`src/rtl/batalha_rodadas.sv`:
```
// ---------------------------------------------------------------------------
// batalha_rodadas
//   Multi-round two-player code battle. Player 1 commits a hidden W-bit code,
//   which is mapped to a target (bit-reversed code XOR KEY). Player 2 then has
//   up to TRIES guesses per round to hit that target. Scores are kept over
//   ROUNDS rounds, and a winner is declared at the end of the game.
//
// Optional feature macro: BATALHA_DICA_EN
//   When defined, adds the 'dica' hint output (01 = last wrong guess was
//   below target, 10 = above). It stays high for one cycle after each wrong
//   guess.
//
// Ports
//   clk         in   system clock, rising edge
//   rst_n       in   synchronous active-low reset
//   start       in   begin a new game (honoured in IDLE or OVER only)
//   p1_code     in   player 1 code            p1_valid  in  commit strobe
//   p2_code     in   player 2 guess           p2_valid  in  guess strobe
//   s1 / s2     out  one-cycle round-won pulse for player 1 / player 2
//   score1/2    out  per-player scores
//   round       out  rounds completed in the current game
//   tries_left  out  guesses remaining in the current round
//   busy        out  game in progress (COMMIT, GUESS, RESULT)
//   game_over   out  high in OVER
//   winner      out  in OVER: 01 p1, 10 p2, 11 tie; 00 otherwise
//   dica        out  (BATALHA_DICA_EN only) hint after a wrong guess
// ---------------------------------------------------------------------------
module batalha_rodadas #(
  parameter int             W      = 3,
  parameter int             ROUNDS = 5,
  parameter int             TRIES  = 3,
  parameter logic [W-1:0]   KEY    = 3'b101
) (
  input  logic                           clk,
  input  logic                           rst_n,
  input  logic                           start,
  input  logic [W-1:0]                   p1_code,
  input  logic                           p1_valid,
  input  logic [W-1:0]                   p2_code,
  input  logic                           p2_valid,
  output logic                           s1,
  output logic                           s2,
  output logic [$clog2(ROUNDS+1)-1:0]    score1,
  output logic [$clog2(ROUNDS+1)-1:0]    score2,
  output logic [$clog2(ROUNDS+1)-1:0]    round,
  output logic [$clog2(TRIES+1)-1:0]     tries_left,
  output logic                           busy,
  output logic                           game_over,
  output logic [1:0]                     winner
`ifdef BATALHA_DICA_EN
  ,
  output logic [1:0]                     dica
`endif
);

  localparam int SW = $clog2(ROUNDS + 1);
  localparam int TW = $clog2(TRIES + 1);
  localparam logic [SW-1:0] ROUNDS_V = SW'(ROUNDS);
  localparam logic [TW-1:0] TRIES_V  = TW'(TRIES);

  typedef enum logic [2:0] {
    S_IDLE,
    S_COMMIT,
    S_GUESS,
    S_RESULT,
    S_OVER
  } state_t;

  state_t        r_state;
  state_t        w_next;

  logic [W-1:0]  r_target;
  logic [TW-1:0] r_tries;
  logic [SW-1:0] r_score1;
  logic [SW-1:0] r_score2;
  logic [SW-1:0] r_round;
  logic          r_s1;
  logic          r_s2;
`ifdef BATALHA_DICA_EN
  logic [1:0]    r_dica;
`endif

  logic [W-1:0]  w_reversed;
  logic [W-1:0]  w_mapped;
  logic          w_uniform;
  logic          w_hit;
  logic          w_lastTry;
  logic          w_acceptCommit;
  logic          w_acceptGuess;
  logic          w_startGame;
  logic          w_p1Wins;
  logic          w_p2Wins;

  // Code-to-target mapping. Only the target is kept after the commit; the
  // raw code is never needed again once it has been mapped.
  always_comb begin
    w_reversed = '0;
    for (int i = 0; i < W; i++) begin
      w_reversed[i] = p1_code[W-1-i];
    end
    w_mapped  = w_reversed ^ KEY;
    w_uniform = (p1_code == '0) || (p1_code == '1);
  end

  assign w_hit          = (p2_code == r_target);
  assign w_lastTry      = (r_tries == TW'(1));
  assign w_acceptCommit = (r_state == S_COMMIT) && p1_valid;
  assign w_acceptGuess  = (r_state == S_GUESS) && p2_valid;
  assign w_startGame    = start && ((r_state == S_IDLE) || (r_state == S_OVER));

  // State register.
  always_ff @(posedge clk) begin
    if (!rst_n) begin
      r_state <= S_IDLE;
    end else begin
      r_state <= w_next;
    end
  end

  // Next-state logic and decoded status outputs. A round is decided on the
  // edge that enters RESULT, so the winner flags are only raised on
  // transitions into RESULT.
  always_comb begin
    w_next    = r_state;
    w_p1Wins  = 1'b0;
    w_p2Wins  = 1'b0;
    busy      = 1'b0;
    game_over = 1'b0;
    winner    = 2'b00;
    case (r_state)
      S_IDLE: begin
        if (start) w_next = S_COMMIT;
      end
      S_COMMIT: begin
        busy = 1'b1;
        if (w_acceptCommit) begin
          if (w_uniform) begin
            w_next   = S_RESULT;
            w_p1Wins = 1'b1;
          end else begin
            w_next = S_GUESS;
          end
        end
      end
      S_GUESS: begin
        busy = 1'b1;
        if (w_acceptGuess) begin
          if (w_hit) begin
            w_next   = S_RESULT;
            w_p2Wins = 1'b1;
          end else if (w_lastTry) begin
            w_next   = S_RESULT;
            w_p1Wins = 1'b1;
          end
        end
      end
      S_RESULT: begin
        busy   = 1'b1;
        w_next = (r_round == ROUNDS_V) ? S_OVER : S_COMMIT;
      end
      S_OVER: begin
        game_over = 1'b1;
        if (r_score1 > r_score2)      winner = 2'b01;
        else if (r_score2 > r_score1) winner = 2'b10;
        else                          winner = 2'b11;
        if (start) w_next = S_COMMIT;
      end
      default: w_next = S_IDLE;
    endcase
  end

  // Datapath. Scores and round move on the same edge that raises the s1/s2
  // pulse. The round counter cannot pass ROUNDS because the game leaves for
  // OVER as soon as it gets there.
  always_ff @(posedge clk) begin
    if (!rst_n) begin
      r_target <= '0;
      r_tries  <= '0;
      r_score1 <= '0;
      r_score2 <= '0;
      r_round  <= '0;
      r_s1     <= 1'b0;
      r_s2     <= 1'b0;
`ifdef BATALHA_DICA_EN
      r_dica   <= 2'b00;
`endif
    end else begin
      r_s1 <= w_p1Wins;
      r_s2 <= w_p2Wins;
`ifdef BATALHA_DICA_EN
      r_dica <= 2'b00;
`endif
      if (w_startGame) begin
        r_score1 <= '0;
        r_score2 <= '0;
        r_round  <= '0;
      end
      if (w_acceptCommit) begin
        r_target <= w_mapped;
        r_tries  <= TRIES_V;
      end
      if (w_acceptGuess && !w_hit) begin
        r_tries <= r_tries - TW'(1);
`ifdef BATALHA_DICA_EN
        r_dica  <= (p2_code < r_target) ? 2'b01 : 2'b10;
`endif
      end
      if (w_p1Wins) begin
        r_score1 <= r_score1 + SW'(1);
        r_round  <= r_round + SW'(1);
      end
      if (w_p2Wins) begin
        r_score2 <= r_score2 + SW'(1);
        r_round  <= r_round + SW'(1);
      end
    end
  end

  assign s1         = r_s1;
  assign s2         = r_s2;
  assign score1     = r_score1;
  assign score2     = r_score2;
  assign round      = r_round;
  assign tries_left = r_tries;
`ifdef BATALHA_DICA_EN
  assign dica       = r_dica;
`endif

endmodule

```
`config.mk`:
```
export PLATFORM = sky130hd
export DESIGN_NAME = batalha_rodadas
export DESIGN_NICKNAME = d
export VERILOG_FILES = /design/src/rtl/batalha_rodadas.sv
export SDC_FILE = /design/constraint.sdc
export NUM_CORES = 1
export LEC_CHECK = 0
export CAP_MARGIN = 0
export CORE_UTILIZATION = 48
export CTS_BUF_LIST = sky130_fd_sc_hd__clkbuf_4 sky130_fd_sc_hd__clkbuf_8 sky130_fd_sc_hd__clkbuf_16
export DETAILED_ROUTE_END_ITERATION = 7
export GPL_TIMING_DRIVEN = 0
export PLACE_DENSITY_LB_ADDON = 0.12
export SKIP_LAST_GASP = 1
export SYNTH_ARGS = -nofsm -noshare
export SYNTH_HDL_FRONTEND = slang
export SYNTH_SLANG_ARGS = --single-unit
```
`constraint.sdc`:
```
create_clock -name clk -period 1.73 [get_ports clk]
set_input_delay 0.346 -clock clk [delete_from_list [all_inputs] [get_ports clk]]
set_output_delay 0.346 -clock clk [all_outputs]
set_load 0.02 [all_outputs]
```
After elaboration in Yosys (flattened, before gate mapping)
Index checks and enable logic that the tools add are counted.
- register bits: 19
- latch bits: 0
- RAM bits: 0
- ROM bits: 0
- bits of input ports: 11
- output and inout bits: 17
- logic and storage cells: 72
- memories kept: 0
- add/sub/neg operators: 4
- $mul: 0
- divide/modulo/power cells: 0
- order comparisons: 2
- equality and inequality tests: 12
- shifts and indexed selects: 0
- multiplexer cells: 29
- bitwise gates (word level): 1
- reduce and logical (&&, ||, !) cells: 16
- operators with widths (operator ; number):
    $mux 3 ; 11
    $mux 1 ; 12
    $pmux 3 s4 ; 1
    $add 3x1->3 const B ; 3
    $eq 3x3->1 const B ; 3
    $mux 2 ; 4
    $eq 3x2->1 const B ; 2
    $gt 3x3->1 ; 2
    $logic_not 3->1 ; 2
    $reduce_bool 2->1 ; 3
    $logic_and 1x1->1 ; 4
    $ne 2x2->1 const B ; 2
    $reduce_and 4->1 ; 1
    $eq 3x1->1 const B ; 1
    $eq 3x3->1 ; 1
    $ne 3x3->1 const B ; 1
    $reduce_bool 3->1 ; 1
    $reduce_or 3->1 ; 1
    $eq 2x1->1 const B ; 1
    $logic_or 1x1->1 ; 2
    $ne 2x1->1 const B ; 1
    $not 2->2 ; 1
    $pmux 1 s2 ; 1
    $reduce_or 2->1 ; 1
    2 further kinds ; 2

Logic depth before layout (Yosys ltp)
Gate-level depths: netlist of run 1.
- depth after elaboration: 7
- gate-level depth with buffers: 6
- depth with buffers taken out: 6

Worst setup path before layout of run 1
Ideal clock, no wire load.
- path kind: register to output
- start point: register r_score1[1], in the netlist score1[1]
- end point: output winner[0]
- arrival: 1.497 ns
- data required time: 1.384 ns
- slack: -0.113 ns
- cell stages (with the launch flop): 7
- path buffers: 0
- path through: dfxtp_1 > inv_1 > ha_1 > nor2b_1 > o21ai_0 > nand2b_1 > a21oi_1
- word-level cells in the longest chain between the ends: 4
- elaborated cells on any way between the ends: 5
- those cells by class: 2 x order compare; 3 x mux
- RTL lines (item ; line ; RTL):
    start, declared ; 74 ; logic [SW-1:0] r_score1;
    start signal, assigned ; 209 ; r_score1 <= r_score1 + SW'(1);
    $gt 3x3->1 ; 164 ; else if (r_score2 > r_score1) winner = 2'b10;
    $mux 1 ; 164 ;
    $mux 2 * ; 163 ; if (r_score1 > r_score2) winner = 2'b01;
    $mux 2 * ; 130 ; case (r_state)
    end, declared ; 49 ; output logic [1:0] winner
Every way passes the cells marked *; elsewhere a longest branch is shown, timed or not.

Worst setup path after layout of run 1
Ends and elaborated chain as after synthesis.

==> results_dict.tcl, run 1 <==
set metrics [dict create \
    relSlewSlack 0.615 \
    rsz0062_at_grt "yes" \
    period_share 1.07 \
    path_buf_inv 2 \
    synth_edf_count 0 \
    power_mw 0.991 \
    r2r_end "score2[2]$_SDFFE_PN0P_" \
    dp_slack_ps -430 \
    p_seq_frac 0.493 \
    via_per_inst 5.64 \
    netlist_instances 132 \
    hold_ws_ps 500 \
    cp_slowest_stage_delay_ps 360 \
    numCtsBuffers 3 \
    htreeDepth 1 \
    pwr-share-comb 0.261 \
    cts.root.buffer_cell "clkbuf_4" \
    post-dp-hpwl_um 2040 \
    r2r-start "r_state[1]$_SDFFE_PN0P_" \
    area_delta_synth_final_pct 35.2 \
    coreArea_um2 2250 \
    cts_tree "built" \
    drt_iter0_drc 27 \
    final_cell_mix "20 x clkdlybuf4s50_1, 15 x dfxtp_1, 12 x nand2_1, 9 x inv_1, 8 x nor2_1" \
    power.switching_mw 0.311 \
    gp_congestion 0.823 \
    yosys.area.top_type_share 0.328 \
    die_w_um 51.2 \
    internal-power_mw 0.680 \
    hold_path_depth 2 \
    min_path_type "register to register" \
    nFillCells 184 \
    ios 28 \
    start_util 0.515 \
    critPathRequiredTime_ps 1380 \
    drc 0 \
    ant_nets 0 \
    antenna_found_initial 0 \
    worstSetupStartpointType "register" \
    synth-seq-cells 19 \
    synthArstFlopShare 0 \
    period_needed_ps 1850 \
    whs_endpoint "score1[2]$_SDFFE_PN0P_" \
    ys.flop_type "dfxtp_1" \
    crit_family "flip-flops" \
    arrival_ps 1500 \
    syn_area_per_cell_um2 8.80 \
    grt_usage 0.244 \
    cp-end-kind "output pin" \
    nets 186 \
    path_max_fanout 2 \
    grt_pass1_wl_um 4760 \
    r2r_cells 5 \
    gr-total-overflow 0 \
    maxSlewViolCount 0 \
    leakage_nw 0.675 \
    numPortBuffers 27 \
    yosysSeqAreaShare 0.328 \
    clockBufferDepth 2 \
    fp-row-count 17 \
    grt_max_degree 11 \
    drt-wirelength-per-cell_um 14.1 \
    ff2ff_setup_slack_ps 120 \
    hold_viol 0 \
    num_vias 1095 \
    regArea_um2 388 \
    synth_area_um2 1160 \
    finalClockSkew_ps 1.77 \
    synthTopCellsByArea "dfxtp_1 33%, ha_1 8.6%, nand2_1 4.2%" \
    layout_commonest_cell "clkdlybuf4s50_1" \
    drt_first_pass_iters 4 \
    yosysWarnings 0 \
    max_freq_mhz 540 \
    tightest_slew_ps 572 \
    swShare 0.314 \
    hp-start "score1[2]$_SDFFE_PN0P_" \
    diodes 0 \
    maxCapViolCount 0 \
    path_cells "inv_2 -> ha_4 -> nor2b_4 -> o21ai_2 -> nand2b_1 -> a21oi_2 -> buf_6" \
    yosysTopAreaCell "dfxtp_1" \
    path_class "register to output pin" \
    drive_above_1_share 0.217 \
    dieArea_um2 2620 \
    ir_worst_vdd_v 0.000696 \
    violations "negative setup slack" \
    worstSkewPairLatency_ps 290 \
    multiInputGateArea_um2 759 \
    p_clk_frac 0.246 \
    clk_pin_slew_worst_paths_ps 110 \
    worst_slack_ps -120 \
    crit_path_top_delay_cell "dfxtp_2" \
    syn_nets 151 \
    status "complete, but fails checks" \
    numClockSinks 19 \
    grt_pass1_vias 1093 \
    drt_wl_total_um 2730 \
    setup_viol 2 \
    synth_cell_types 44 \
    power_density_nw_per_um2 631 \
    die_h_um 51.2 \
]
[stage by stage]
stage / setup TNS, ps / instances / utilization / cell area [um2]
floorplan: -22.7 / 132 / - / 1160
global placement: -2600 / 187 / 0.652 / 1470
detailed placement: -3160 / 187 / 0.652 / 1470
CTS: -324 / 194 / 0.686 / 1550
global route: -378 / 194 / 0.696 / 1570
finish: -227 / 194 / 0.696 / 1570
[routing by layer]
metal,vias to the layer above,share of wire,GRT usage
li1,547,-,-
met1,520,0.44,0.291
met2,24,0.51,0.439
met3,4,0.034,0.0387
met4,0,0.0095,0.0787
met5,-,0,0
[cells in the mapped netlist (all sizes together) (4+ instances only)]
cell,instances
dfxtp,19
inv,10
nor2,9
ha,8
nand2b,7
nor3,5
nand2,13
o21ai,7
nand3,4
a21oi,5
[power by group through the flow]
stage	clock network (mW)	logic [mW]	registers [mW]
final	0.244	0.258	0.488
after global routing	0.263	0.283	0.493
after CTS	0.249	0.257	0.488
after detailed placement	0	0.251	0.497
after global placement	0	0.243	0.495
after floorplan	0	0.150	0.502
[worst max-delay path by stage]
stage,startpoint,endpoint,slack (ps),cells past startpoint
after floorplan,score1[1]$_SDFFE_PN0P_,winner[0],-20,6
after global placement,score1[1]$_SDFFE_PN0P_,winner[0],-400,7
after detailed placement,score1[1]$_SDFFE_PN0P_,winner[0],-430,7
after CTS,score1[1]$_SDFFE_PN0P_,winner[0],-170,7
after global routing,score1[1]$_SDFFE_PN0P_,winner[0],-200,7
final,score1[1]$_SDFFE_PN0P_,winner[0],-120,7
[final cells by class]
type,instances,area share
well taps,28,0.0223
multi-input cells,99,0.484
repair buffers,30,0.186
clock buffers,4,0.0191
flip-flops and latches,19,0.247
plain buffers,4,0.0175
inverters,10,0.0239
[sequential cells by signal (all words and copies together), names as in the netlist]
register	flops
r_state	3
r_target	3
round	3
s1	1
s2	1
score1	3
score2	3
tries_left	2
[cell families (layout without fill, tap and decap cells)]
group,count (synthesis),in the layout,synth area share
simple gates,54,54,0.266
compound gates,28,28,0.186
flops,19,19,0.328
buf+inv,14,48,0.0560
fa+ha+maj,8,8,0.0862
xor+xnor,6,6,0.0517
mux,3,3,0.0259
[worst min-delay path, delay by kind of cell, from the launching register on]
kind / cells / cell delay, ps
flip-flops: 1 / 350
AND/OR/NAND/NOR: 1 / 70
AO/OA/AOI/OAI: 1 / 50
[repair_timing]
item                                    in CTS  in global routing
endpoints found under the setup margin       4                 14
pin swaps                                    3                  2
hold buffers                                 0                  0
buffers inserted                             3                  0
resized for setup                           25                 12
gates cloned                                 0                  0
(Power assumes the default switching activity.)
==> run 2, diff against run 1 <==
--- a/config.mk
+++ b/config.mk
@@ -6,7 +6,7 @@
 export NUM_CORES = 1
 export LEC_CHECK = 0
 export CAP_MARGIN = 0
-export CORE_UTILIZATION = 48
+export CORE_UTILIZATION = 41
 export CTS_BUF_LIST = sky130_fd_sc_hd__clkbuf_4 sky130_fd_sc_hd__clkbuf_8 sky130_fd_sc_hd__clkbuf_16
 export DETAILED_ROUTE_END_ITERATION = 7
 export GPL_TIMING_DRIVEN = 0
==> run 2 against run 1 <==
Net effect:
- the flow still finishes with violations (negative setup slack)
- count of clock-buffer cells in the layout is the same
- fmax is 1.1% lower
- register-to-register slack better by 80 ps
- total power down 0.92%
- via count down 1.3%
- worst hold slack worse by 16 ps
- first-iteration DRC count down 22%
- critical path type unchanged
- critical endpoint unchanged
- largest cell class unchanged
- highest routed layer unchanged
==> results_dict.tcl, run 2 (synthesis results as in run 1) <==
set metrics [dict create \
    status "complete, but fails checks" \
    violations "negative setup slack" \
    ff2ff_setup_slack_ps 200 \
    drt_wl_total_um 2710 \
    tightest_slew_ps 522 \
    cp-end-kind "output pin" \
    leakage_nw 0.710 \
    area_delta_synth_final_pct 35.8 \
    max_freq_mhz 534 \
    diodes 0 \
    dp_slack_ps -493 \
    placed_cells 189 \
    ios 28 \
    rsz0062_at_grt "yes" \
    ant_nets 0 \
    cts_hold_buf 0 \
    arrival_ps 1530 \
    ir_worst_vdd_v 0.000531 \
    num_vias 1081 \
    grt_max_degree 11 \
    grt.met3_usage 0.0375 \
    worstSetupStartpointType "register" \
    cts.root.buffer_cell "clkbuf_4" \
    r2r-start "r_state[0]$_SDFFE_PN0P_" \
    period_needed_ps 1870 \
    numCtsBuffers 3 \
    drt_first_pass_iters 4 \
    dieArea_um2 3050 \
    pwr-share-comb 0.263 \
    grtUsageMet2 0.303 \
    drt_iter0_drc 21 \
    relSlewSlack 0.652 \
    grt_pass1_vias 1021 \
    critPathRequiredTime_ps 1380 \
    setup_viol 2 \
    coreArea_um2 2570 \
    period_share 1.08 \
    power.switching_mw 0.300 \
    p_seq_frac 0.497 \
    layout_commonest_cell "clkdlybuf4s50_1" \
    path_max_fanout 2 \
    hold_path_depth 2 \
    drt-wirelength-per-cell_um 13.9 \
    r2r_end "score1[2]$_SDFFE_PN0P_" \
    maxSlewViolCount 0 \
    worst_slack_ps -141 \
    finalClockSkew_ps 3.88 \
    tns_ps -276 \
    final_cell_mix "18 x clkdlybuf4s50_1, 15 x dfxtp_1, 12 x nand2_1, 9 x inv_1, 8 x nor2_1" \
    grt_pass1_wl_um 4370 \
    clk_pin_slew_worst_paths_ps 100 \
    nets 185 \
    finalNonFillerCells 195 \
    fp-row-count 18 \
    post-dp-hpwl_um 2060 \
    cts_tree "built" \
    numClockSinks 19 \
    die_h_um 55.2 \
    via_per_inst 5.54 \
    maxCapViolCount 0 \
    hold_viol 0 \
    path_class "register to output pin" \
    power_density_nw_per_um2 623 \
    clockBufferDepth 2 \
    drc 0 \
    antenna_found_initial 0 \
    p_clk_frac 0.241 \
    busiest_layer "met2" \
    min_path_type "register to register" \
    grt_usage 0.175 \
    numPortBuffers 27 \
    worstSkewPairLatency_ps 290 \
    whs_endpoint "score1[2]$_SDFFE_PN0P_" \
    gp_congestion 0.737 \
    r2r_cells 5 \
    hp-start "score1[2]$_SDFFE_PN0P_" \
    htreeDepth 1 \
    swShare 0.305 \
    start_util 0.452 \
    drive_above_1_share 0.206 \
    gr-total-overflow 0 \
    use_met1 0.223 \
    die_w_um 55.2 \
    final_core_util 0.614 \
    internal-power_mw 0.682 \
]
==> run 2: what timing repair did <==
action,in CTS,in global routing
setup endpoints to repair,4,13
setup buffers,2,0
pin swaps,4,3
gates resized for setup,27,11
==> run 2: final cells by class <==
| class | instances | area [um2] |
|---|---|---|
| inverters | 10 | 37.5 |
| multi-input cells | 99 | 759 |
| plain buffers | 4 | 30.0 |
| clock buffers | 4 | 30.0 |
| flip-flops and latches | 19 | 388 |
| repair buffers | 29 | 294 |
| fillers | 241 | 991 |
| well taps | 30 | 37.5 |
==> run 2: worst max path at each step <==
stage / startpoint / endpoint / slack, ps / cells past startpoint
global route: score1[1]$_SDFFE_PN0P_ / winner[0] / -200 / 7
CTS: score2[1]$_SDFFE_PN0P_ / winner[0] / -170 / 6
finish: score1[1]$_SDFFE_PN0P_ / winner[0] / -140 / 7
detailed placement: score1[1]$_SDFFE_PN0P_ / winner[0] / -490 / 7
floorplan: score1[1]$_SDFFE_PN0P_ / winner[0] / -20 / 6
global placement: score1[1]$_SDFFE_PN0P_ / winner[0] / -400 / 7
==> run 2: critical path: stages, from the launching register on <==
cell and delay (ps):
dfxtp_2 360, inv_2 40, ha_4 210, nor2b_4 120, o21ai_2 110, nand2b_1 100
a21oi_2 160, buf_6 140
==> run 2: metrics by stage <==
stage	instance area, um2	total power [mW]	hold slack, ps
floorplan	1160	0.652	442
CTS	1560	0.992	502
finish	1580	0.982	484
global route	1580	1.04	503
global placement	1470	0.739	474
detailed placement	1470	0.745	489
==> run 2: metal layers <==
layer	share of wire	up-vias	wire length, um
li1	-	547	-
met1	0.45	506	1230
met2	0.50	26	1350
met3	0.043	2	116
met4	0.0048	0	13
met5	0	-	0
==> run 2: power by group through the flow <==
stage / Sequential (mW) / Combinational (mW) / Clock (mW)
after CTS: 0.486 / 0.255 / 0.251
final: 0.487 / 0.258 / 0.236
after global routing: 0.491 / 0.278 / 0.266
after floorplan: 0.502 / 0.150 / 0
after detailed placement: 0.495 / 0.250 / 0
after global placement: 0.495 / 0.244 / 0
==> run 3, diff against run 2 <==
--- a/config.mk
+++ b/config.mk
@@ -6,7 +6,7 @@
 export NUM_CORES = 1
 export LEC_CHECK = 0
 export CAP_MARGIN = 0
-export CORE_UTILIZATION = 41
+export CORE_UTILIZATION = 48
 export CTS_BUF_LIST = sky130_fd_sc_hd__clkbuf_4 sky130_fd_sc_hd__clkbuf_8 sky130_fd_sc_hd__clkbuf_16
 export DETAILED_ROUTE_END_ITERATION = 7
 export GPL_TIMING_DRIVEN = 0
==> results of run 3 <==
Final layout, timing and power as in run 1 (identical DEF).
